## src/rtl/grf_wr_arbiter.sv

```systemverilog
// ---------------------------------------------------------------------------
// GrfWrArbiter (module grf_wr_arbiter)
//
// Purpose:
//   Arbitrates the single register-file write port between the W-stage
//   pipeline write and results returning from the multiply/divide unit (MDU).
//   Pipeline writes always win. MDU results wait in a 2-entry FIFO and drain
//   into idle write slots. A per-register busy scoreboard stalls D-stage
//   instructions that touch a register with an MDU result still outstanding.
//   An age counter forces a stall when the FIFO head has waited too long, so
//   the pipeline eventually produces a write-free slot for the MDU.
//
// Parameters:
//   STARVE_LIMIT  cycles the FIFO head may wait before a forced stall (def 4)
//
// Ports:
//   clk                 clock, rising edge
//   reset               synchronous, active-high reset
//   pipe_we/a3/wd/pc    W-stage write request (never back-pressured)
//   mdu_issue, mdu_dst  MDU op with a GPR destination leaves D this cycle
//   mdu_valid           MDU result offered
//   mdu_ready           MDU result accepted on this edge when mdu_valid=1
//   mdu_a3/wd/pc        MDU result destination, data and PC
//   rd_a1/a2/a3         D-stage source and destination registers
//   stall               freeze F/D and inject a bubble
//   grf_we/a3/wd/pc     registered register-file write port (1-cycle latency)
//
// Optional feature:
//   GRF_ARB_TRACE_EN    when defined, prints every granted write in simulation
//                       as "<time>@<pc hex>: $<reg> <= <data hex>".
// ---------------------------------------------------------------------------
module grf_wr_arbiter #(
    parameter int STARVE_LIMIT = 4
) (
    input  logic        clk,
    input  logic        reset,
    input  logic        pipe_we,
    input  logic [4:0]  pipe_a3,
    input  logic [31:0] pipe_wd,
    input  logic [31:0] pipe_pc,
    input  logic        mdu_issue,
    input  logic [4:0]  mdu_dst,
    input  logic        mdu_valid,
    output logic        mdu_ready,
    input  logic [4:0]  mdu_a3,
    input  logic [31:0] mdu_wd,
    input  logic [31:0] mdu_pc,
    input  logic [4:0]  rd_a1,
    input  logic [4:0]  rd_a2,
    input  logic [4:0]  rd_a3,
    output logic        stall,
    output logic        grf_we,
    output logic [4:0]  grf_a3,
    output logic [31:0] grf_wd,
    output logic [31:0] grf_pc
);

    // The age counter saturates at STARVE_LIMIT, so it only needs enough bits
    // to hold that value.
    localparam int AGE_W = (STARVE_LIMIT < 1) ? 1 : $clog2(STARVE_LIMIT + 1);
    localparam logic [AGE_W-1:0] AGE_MAX = AGE_W'(STARVE_LIMIT);

    // MDU result FIFO storage and bookkeeping
    logic [4:0]       r_fifo_a3 [2];
    logic [31:0]      r_fifo_wd [2];
    logic [31:0]      r_fifo_pc [2];
    logic             r_rd_ptr;
    logic             r_wr_ptr;
    logic [1:0]       r_count;

    // Starvation tracking and register scoreboard
    logic [AGE_W-1:0] r_age;
    logic [31:0]      r_busy;

    // Registered write port
    logic             r_grf_we;
    logic [4:0]       r_grf_a3;
    logic [31:0]      r_grf_wd;
    logic [31:0]      r_grf_pc;

    // Decision wires
    logic             w_pipe_present;
    logic             w_fifo_nonempty;
    logic             w_push;
    logic             w_pop;
    logic             w_grant;
    logic [4:0]       w_head_a3;
    logic [4:0]       w_next_a3;
    logic [31:0]      w_next_wd;
    logic [31:0]      w_next_pc;
    logic [31:0]      w_busy_next;
    logic             w_starve;

    // A write to $0 is architecturally a no-op, so it must not steal the
    // port from a waiting MDU result.
    assign w_pipe_present  = pipe_we && (pipe_a3 != 5'd0);
    assign w_fifo_nonempty = (r_count != 2'd0);

    // Ready depends only on the FIFO occupancy, never on mdu_valid, which
    // keeps the handshake free of combinational loops through the MDU.
    assign mdu_ready = (r_count != 2'd2);
    assign w_push    = mdu_valid && mdu_ready;
    assign w_pop     = w_fifo_nonempty && !w_pipe_present;
    assign w_grant   = w_pipe_present || w_pop;
    assign w_head_a3 = r_fifo_a3[r_rd_ptr];

    // Select the write that will appear on the port after the next edge:
    // the pipeline write if there is one, otherwise the FIFO head.
    always_comb begin
        w_next_a3 = r_fifo_a3[r_rd_ptr];
        w_next_wd = r_fifo_wd[r_rd_ptr];
        w_next_pc = r_fifo_pc[r_rd_ptr];
        if (w_pipe_present) begin
            w_next_a3 = pipe_a3;
            w_next_wd = pipe_wd;
            w_next_pc = pipe_pc;
        end
    end

    // Scoreboard update. The clear is applied before the set so that an MDU
    // op issuing to the same register whose older result drains this edge
    // keeps that register busy for the new op. Bit 0 is forced low.
    always_comb begin
        w_busy_next = r_busy;
        if (w_pop) begin
            w_busy_next[w_head_a3] = 1'b0;
        end
        if (mdu_issue && (mdu_dst != 5'd0)) begin
            w_busy_next[mdu_dst] = 1'b1;
        end
        w_busy_next[0] = 1'b0;
    end

    assign w_starve = (r_age >= AGE_MAX);

    assign stall = r_busy[rd_a1] | r_busy[rd_a2] | r_busy[rd_a3] | w_starve;

    // FIFO payload needs no reset: entries are only read when counted valid.
    always_ff @(posedge clk) begin
        if (w_push) begin
            r_fifo_a3[r_wr_ptr] <= mdu_a3;
            r_fifo_wd[r_wr_ptr] <= mdu_wd;
            r_fifo_pc[r_wr_ptr] <= mdu_pc;
        end
    end

    // FIFO pointers and occupancy. Push and pop on the same edge leave the
    // count unchanged; reset discards anything buffered.
    always_ff @(posedge clk) begin
        if (reset) begin
            r_rd_ptr <= 1'b0;
            r_wr_ptr <= 1'b0;
            r_count  <= 2'd0;
        end else begin
            if (w_push) begin
                r_wr_ptr <= ~r_wr_ptr;
            end
            if (w_pop) begin
                r_rd_ptr <= ~r_rd_ptr;
            end
            case ({w_push, w_pop})
                2'b10:   r_count <= r_count + 2'd1;
                2'b01:   r_count <= r_count - 2'd1;
                default: r_count <= r_count;
            endcase
        end
    end

    // Count the cycles the head sits in the FIFO without draining. It
    // restarts whenever the head moves or the FIFO is empty, and saturates
    // so the stall stays asserted until the pipeline yields a slot.
    always_ff @(posedge clk) begin
        if (reset) begin
            r_age <= '0;
        end else if (!w_fifo_nonempty || w_pop) begin
            r_age <= '0;
        end else if (r_age != AGE_MAX) begin
            r_age <= r_age + 1'b1;
        end
    end

    // Register scoreboard state
    always_ff @(posedge clk) begin
        if (reset) begin
            r_busy <= '0;
        end else begin
            r_busy <= w_busy_next;
        end
    end

    // Registered write port. Address, data and PC hold their last values
    // on idle cycles; only the enable drops.
    always_ff @(posedge clk) begin
        if (reset) begin
            r_grf_we <= 1'b0;
            r_grf_a3 <= 5'd0;
            r_grf_wd <= 32'd0;
            r_grf_pc <= 32'd0;
        end else begin
            r_grf_we <= w_grant;
            if (w_grant) begin
                r_grf_a3 <= w_next_a3;
                r_grf_wd <= w_next_wd;
                r_grf_pc <= w_next_pc;
            end
        end
    end

    assign grf_we = r_grf_we;
    assign grf_a3 = r_grf_a3;
    assign grf_wd = r_grf_wd;
    assign grf_pc = r_grf_pc;

`ifdef GRF_ARB_TRACE_EN
    // Trace each write on the edge where it is granted.
    always_ff @(posedge clk) begin
        if (!reset && w_grant) begin
            $display("%0t@%h: $%0d <= %h", $time, w_next_pc, w_next_a3, w_next_wd);
        end
    end
`else
`endif

endmodule

```

## config.mk

```make
export PLATFORM = sky130hd
export DESIGN_NAME = grf_wr_arbiter
export DESIGN_NICKNAME = d
export VERILOG_FILES = /design/src/rtl/grf_wr_arbiter.sv
export SDC_FILE = /design/constraint.sdc
export NUM_CORES = 1
export LEC_CHECK = 0
export BUFFER_PORTS_ARGS = -buffer_cell sky130_fd_sc_hd__buf_2
export CAP_MARGIN = 20
export CORE_ASPECT_RATIO = 2
export CORE_MARGIN = 3
export CORE_UTILIZATION = 30
export CTS_CLUSTER_DIAMETER = 120
export DETAILED_ROUTE_END_ITERATION = 8
export HOLD_SLACK_MARGIN = 0.08
export SYNTH_ARGS = -nofsm -noshare
export SYNTH_HDL_FRONTEND = slang
export SYNTH_SLANG_ARGS = --single-unit
```

## constraint.sdc

```tcl
create_clock -name clk -period 5.1 [get_ports clk]
set_input_delay 0.765 -clock clk [delete_from_list [all_inputs] [get_ports clk]]
set_output_delay 0.765 -clock clk [all_outputs]
set_load 0.03 [all_outputs]
```

**Word-level counts from Yosys, hierarchy flattened**

Memories as Yosys holds them, arrays and structs flattened. A register that Yosys moved wholly into a read port is not among the register bits.
Index checks and enable logic that the tools add are counted.

- Register bits: 109
- Memory bits (writable): 138
- Output and inout bits: 72
- Memories kept: 3

Memory list:

| memory | words | bits a word | rd ports | clocked after Yosys merged registers in | wr ports | line | source |
|---|---|---|---|---|---|---|---|
| r_fifo_pc | 2 | 32 | 1 | 1 | 1 | 66 | `logic [31:0] r_fifo_pc [2];` |
| r_fifo_wd | 2 | 32 | 1 | 1 | 1 | 65 | `logic [31:0] r_fifo_wd [2];` |
| r_fifo_a3 | 2 | 5 | 1 | 1 | 1 | 64 | `logic [4:0] r_fifo_a3 [2];` |

- Add/sub/neg operators: 3
- Magnitude comparators: 8
- Equality and inequality tests: 4
- Mux-type cells: 24
- Bitwise gates (word level): 8
- Reductions and logical operators: 15

Operator list:

| kind | number |
|---|---|
| 32-bit 2-to-1 mux | 4 |
| 32-bit bitwise AND | 1 |
| 32-bit NOT | 1 |
| 32-bit OR | 1 |
| 5-bit by 6-bit < comparator with 1-bit output (second input constant) | 5 |
| 1-bit binary-select mux with 5-bit select | 3 |
| 1-bit 2-to-1 mux | 13 |
| 1-bit demux with 5-bit select | 2 |
| 5-bit by 1-bit greater-or-equal comparator with 1-bit output (second input constant) | 2 |
| 5-bit nonzero test | 2 |
| 1-bit logical AND | 6 |
| 5-bit 2-to-1 mux | 1 |
| 2-bit one-hot mux with 2 select lines | 1 |
| 2-bit nonzero test | 2 |
| 3-bit by 1-bit adder with 3-bit output (second input constant) | 1 |
| 3-bit greater-or-equal comparator (second input constant) | 1 |
| 3-bit != test (second input constant) | 1 |
| 1-bit OR | 3 |
| 2-bit by 1-bit adder with 2-bit output (second input constant) | 1 |
| 2-bit by 1-bit equality test with 1-bit output (second input constant) | 1 |
| 2-bit equality test (second input constant) | 1 |
| 1-bit logical NOT | 2 |
| 1-bit logical OR | 2 |
| 2-bit != test (second input constant) | 1 |
| 3 further kinds | 4 |

**Logic depth before layout (Yosys ltp)**

- Depth after elaboration: 9
- Depth in mapped cells: 8
- Mapped depth without buffers: 8

**Worst setup path before layout**

Ideal clock, no wire load.

- Path kind: reg2reg
- Start point: reg r_count[0]
- End point: mem r_fifo_a3[0][0], enable pin
- Setup time: 0.497 ns
- Data arrival time: 3.782 ns
- Required time: 4.603 ns
- Slack: 0.821 ns
- Cell stages (with the launch flop): 4
- Clock period less this slack: 4.279 ns
- Cell sequence: dfxtp_1 > nand2b_1 > nand2_1 > nor2_1

- Longest elaborated chain between the ends: 4

Ends and longest elaborated chain:

| item | line | source |
|---|---|---|
| start: declaration | 69 | `logic [1:0] r_count;` |
| start signal: assignment | 162 | `2'b10: r_count <= r_count + 2'd1;` |
| start signal: assignment | 163 | `2'b01: r_count <= r_count - 2'd1;` |
| start signal: assignment | 164 | `default: r_count <= r_count;` |
| 2-bit != test | 101 | `assign mdu_ready = (r_count != 2'd2);` |
| named net mdu_ready | 44 | `output logic mdu_ready,` |
| 1-bit logical AND | 102 | `assign w_push = mdu_valid && mdu_ready;` |
| 1-bit 2-to-1 mux | 140 | `if (w_push) begin` |
| 1-bit 2-to-1 mux (not written as such) | 141 | `r_fifo_a3[r_wr_ptr] <= mdu_a3;` |
| end: declaration | 64 |  |

The timed path passes the listed nets, and every way through them passes these cells.

**Final worst setup path**

- Start point: in rd_a1[0]
- End point: out stall

- Longest elaborated chain between the ends: 5

Ends and longest elaborated chain:

| item | line | source |
|---|---|---|
| start: declaration | 48 | `input logic [4:0] rd_a1,` |
| 1-bit binary-select mux with 5-bit select | 136 | `assign stall = r_busy[rd_a1] \| r_busy[rd_a2] \| r_busy[rd_a3] \| w_starve;` |
| 1-bit 2-to-1 mux (not written as such) | 136 |  |
| 1-bit OR (3 in a row) | 136 |  |
| end: declaration | 51 | `output logic stall,` |

No other way between the ends. The select of a mux whose other input is x is not followed.

==> Flow_metrics.wiki <==
{| class="wikitable"
! Metric !! Value
|-
| Most used DFF post-synth || edfxtp_1
|-
| Max Fanout on Critical Path || 9
|-
| Instance count of the mapped netlist || 903
|-
| Routed length per placed instance || 20.7 um
|-
| Data required time at the worst endpoint || 4.34 ns
|-
| Count of flip-flops with a built-in enable after synthesis || 138
|-
| Setup Skew || 0.00930 ns
|-
| Logic depth of the worst path, buffers included || 7
|-
| Number of antenna-violating nets in the routed design || 0
|-
| Series of cell instances along the critical path || buf_2 > mux4_2 > mux2i_1 > nor3b_1 > nor4_1 > nand4_1 > buf_2
|-
| Number of inserted filler cells in the final layout || 3,491
|-
| Data arrival time of the critical path || 2.45 ns
|-
| Largest net degree at the start of global routing || 81
|-
| Count of maximum capacitance violations || 0
|-
| Number of cells on the worst hold path || 1
|-
| Global routing usage on met1 || 0.153
|-
| Maximum clock frequency || 311 MHz
|-
| Length in cells of the worst reg-to-reg path || 6
|-
| Reg clk slew, reported paths || 0.07 ns
|-
| Total negative slack for setup checks || 0 ns
|-
| CTS Root Cell || clkbuf_16
|-
| Sum of buffers and inverters on the critical path || 2
|-
| Highest ir drop seen on vdd || 294 uV
|-
| Wire length after detailed routing || 32,300 um
|-
| Final Hold Violating Endpoints || 0
|-
| Crit. End Element || primary output
|-
| Resized Gates After CTS || 0
|-
| Standard cell core area || 0.0344 mm2
|-
| Post-detailed-route via-to-cell ratio || 5.03
|-
| Post-CTS Hold Fix Bufs || 0
|-
| Via count of the first global-routing pass || 8,199
|-
| Clock insertion delay at the later pin of the skew report || 0.52 ns
|-
| Run status || finished clean
|-
| Count of final max-slew check failures || 0
|-
| Die width || 138 um
|-
| Share of post-route cells with drive strength above 1 || 0.277
|-
| Total iterations of the first detailed-routing run || 6
|-
| Number of levels in the clock H-tree || 1
|-
| Family of cells with the greatest summed delay on the critical path || multiplexers
|-
| Remaining max-slew budget at the tightest pin || 0.314
|-
| Seq/Total Area, Yosys || 0.604
|-
| Number of DRC markers in iteration 0 || 381
|-
| Final count of negative-setup-slack endpoints || 0
|-
| Last weighted congestion value of the routability-driven placer || 0.995
|-
| Type of the setup path with the least slack || in2out
|-
| Part of the cycle the worst path needs || 0.631
|-
| First-pass GRT wire length || 48,400 um
|-
| Critical path's largest stage delay || 0.52 ns
|-
| RSZ-0062 raised after global routing || no
|-
| Syn_nets || 1,069
|-
| Seq. cell area || 0.00633 mm2
|-
| Worst-path cell with the longest stage delay || mux4_2
|-
| Number of top-level pins || 235
|-
| Summed area of non-filler cells in the final layout || 0.0127 mm2
|-
| Most heavily used metal layer in global routing || met2
|-
| Clock sink count || 247
|-
| Final non-filler cell total || 1,561
|-
| Std cell rows || 96
|-
| Clock buffer depth || 3
|-
| Post-place instance area || 0.0119 mm2
|-
| Buffer count from post-CTS setup fixing || 0
|-
| Area of the mapped netlist || 0.0105 mm2
|-
| Final core utilization || 0.369
|-
| Global routing usage summed across all routing layers || 0.167
|-
| YS warnings || 0
|-
| Nature of the critical path startpoint || primary input
|-
| Total overflow reported by the global router || 0
|-
| CTS tree || yes
|-
| Net total in the final layout || 1,267
|-
| Worst Tran Pin Value || 1.03 ns
|-
| Global Route met2 Usage || 0.330
|-
| DP Cell Count || 1,516
|-
| Async set or reset register ratio after synthesis || 0
|-
| Final worst path period need || 3.22 ns
|-
| Cell leakage power || 0.00466 uW
|-
| GRT met3 Usage || 0.0264
|-
| Number of antenna violations at the first check in global routing || 4
|-
| Hold Path Class || in2reg
|-
| Sum of net half-perimeters after detailed placement || 22,800 um
|-
| Post-synthesis register bit count || 247
|-
| Total number of vias || 7,851
|-
| DRC violation count after routing || 0
|-
| Power density over the cells || 485 mW/mm2
|-
| Port Buffer Count || 234
|-
| Vertical die dimension || 270 um
|-
| Starting density of the core || 0.305
|-
| Syn Area/Cell || 11.6 um2
|-
| Area of the multi-input gates || 0.00379 mm2
|-
| TritonCTS Buffers || 23
|-
| Number of different library cells in the post-synthesis netlist || 45
|-
| Cell type with the highest occurrence count on the critical path || buf_2
|-
| Area growth, synth to finish || 20.9%
|-
| Die footprint || 0.0373 mm2
|}
-- synth_stat cells (8+ instances only) --
master,number,area share
a21oi_1,105,0.050
buf_2,13,0.0062
buf_6,9,0.0097
clkbuf_1,40,0.014
dfxtp_1,109,0.21
edfxtp_1,138,0.40
inv_1,8,0.0029
mux2_2,8,0.0086
mux2i_1,76,0.073
mux4_2,15,0.032
nand2_1,182,0.065
nand2b_1,11,0.0066
nor2_1,15,0.0054
nor2b_1,13,0.0078
o211ai_1,70,0.050
o31ai_1,27,0.019
-- registers in the layout (all words and copies together), names as in the netlist, 3 cells and up, named ones only --
signal / cells
r_age: 3
grf_a3: 5
grf_wd: 32
r_fifo_a3: 10
r_fifo_wd: 64
r_fifo_pc: 64
r_busy: 31
grf_pc: 32
-- final timing paths --
path                                              start                         to  slack (ns)
worst min register to register    r_rd_ptr$_SDFFE_PP0N_      r_rd_ptr$_SDFFE_PP0N_        0.53
worst max-delay path                           rd_a1[0]                      stall        1.88
worst min-delay path                          mdu_pc[9]  r_fifo_pc[1][9]$_DFFE_PP_        0.43
worst max register to register  r_count[0]$_SDFFE_PP0P_    r_count[1]$_SDFFE_PP0P_        2.52
-- layer usage --
layer,part of all wire,vias up,wire length (um)
met4,0.066,2,2140
li1,-,3739,-
met1,0.32,3711,10400
met5,0.00040,-,13
met2,0.57,281,18400
met3,0.043,118,1400
-- power by group --
group	switching, uW	internal (uW)	total [uW]	leakage [uW]
sequential	177	2470	2650	0.00219
combinational	1250	582	1840	0.00212
clock	758	903	1660	0.000353
-- through the flow --
stage | power (uW) | hold slack [ns] | setup slack, ns
after global placement | 4540 | 0.502 | 1.86
after detailed placement | 4560 | 0.508 | 1.89
final | 6140 | 0.430 | 1.88
after floorplan | 3990 | 0.462 | 0.821
after CTS | 6250 | 0.388 | 1.89
after global routing | 6480 | 0.401 | 1.78
-- worst reg2reg max path, delay by kind of cell, from the launching register on --
kind | cells | cell delay, ns
AND/OR/NAND/NOR | 3 | 1.49
flip-flops | 1 | 0.41
adder cells (fa/ha/maj) | 1 | 0.28
buffers and inverters | 1 | 0.20
AO/OA/AOI/OAI | 1 | 0.14
-- placed cells by master (no fill, tap or decap), types with 3 or more instances in the layout --
cell type | Yosys | routed
xnor2_1 | 3 | 3
nor2b_1 | 13 | 13
clkbuf_8 | 0 | 3
clkinv_1 | 0 | 3
buf_2 | 13 | 233
a2111oi_0 | 6 | 6
clkbuf_16 | 0 | 24
clkinv_2 | 0 | 5
nor2_1 | 15 | 14
inv_1 | 8 | 8
a221oi_1 | 3 | 3
o211ai_1 | 70 | 70
nor4b_1 | 3 | 3
mux4_2 | 15 | 15
mux2_2 | 8 | 8
o31ai_1 | 27 | 27
a21oi_1 | 105 | 105
nand2_1 | 182 | 182
o21ai_0 | 6 | 6
nor3_1 | 4 | 4
ha_1 | 3 | 3
nor4_1 | 5 | 5
mux2i_1 | 76 | 76
buf_4 | 0 | 7
diode_2 | 0 | 3
dfxtp_1 | 109 | 108
edfxtp_1 | 138 | 138
nand2b_1 | 11 | 11
-- cells by family after synthesis --
group           count (synthesis)  share of synthesized area
compound gates                226                      0.138
xor+xnor                        5                    0.00418
fa+ha+maj                       3                    0.00358
buf+inv                        76                     0.0355
flops                         247                      0.604
mux                            99                      0.113
simple gates                  247                      0.102
-- cell type report --
| cell class | count | area share |
|---|---|---|
| clock inverter | 12 | 0.00504 |
| multi-input combinational | 580 | 0.300 |
| antenna | 3 | 0.000593 |
| inverter | 8 | 0.00237 |
| tap | 441 | 0.0436 |
| timing repair buffer | 241 | 0.0978 |
| sequential | 247 | 0.500 |
| clock buffer | 29 | 0.0513 |
Note: power is estimated with default switching activity, not from simulation.
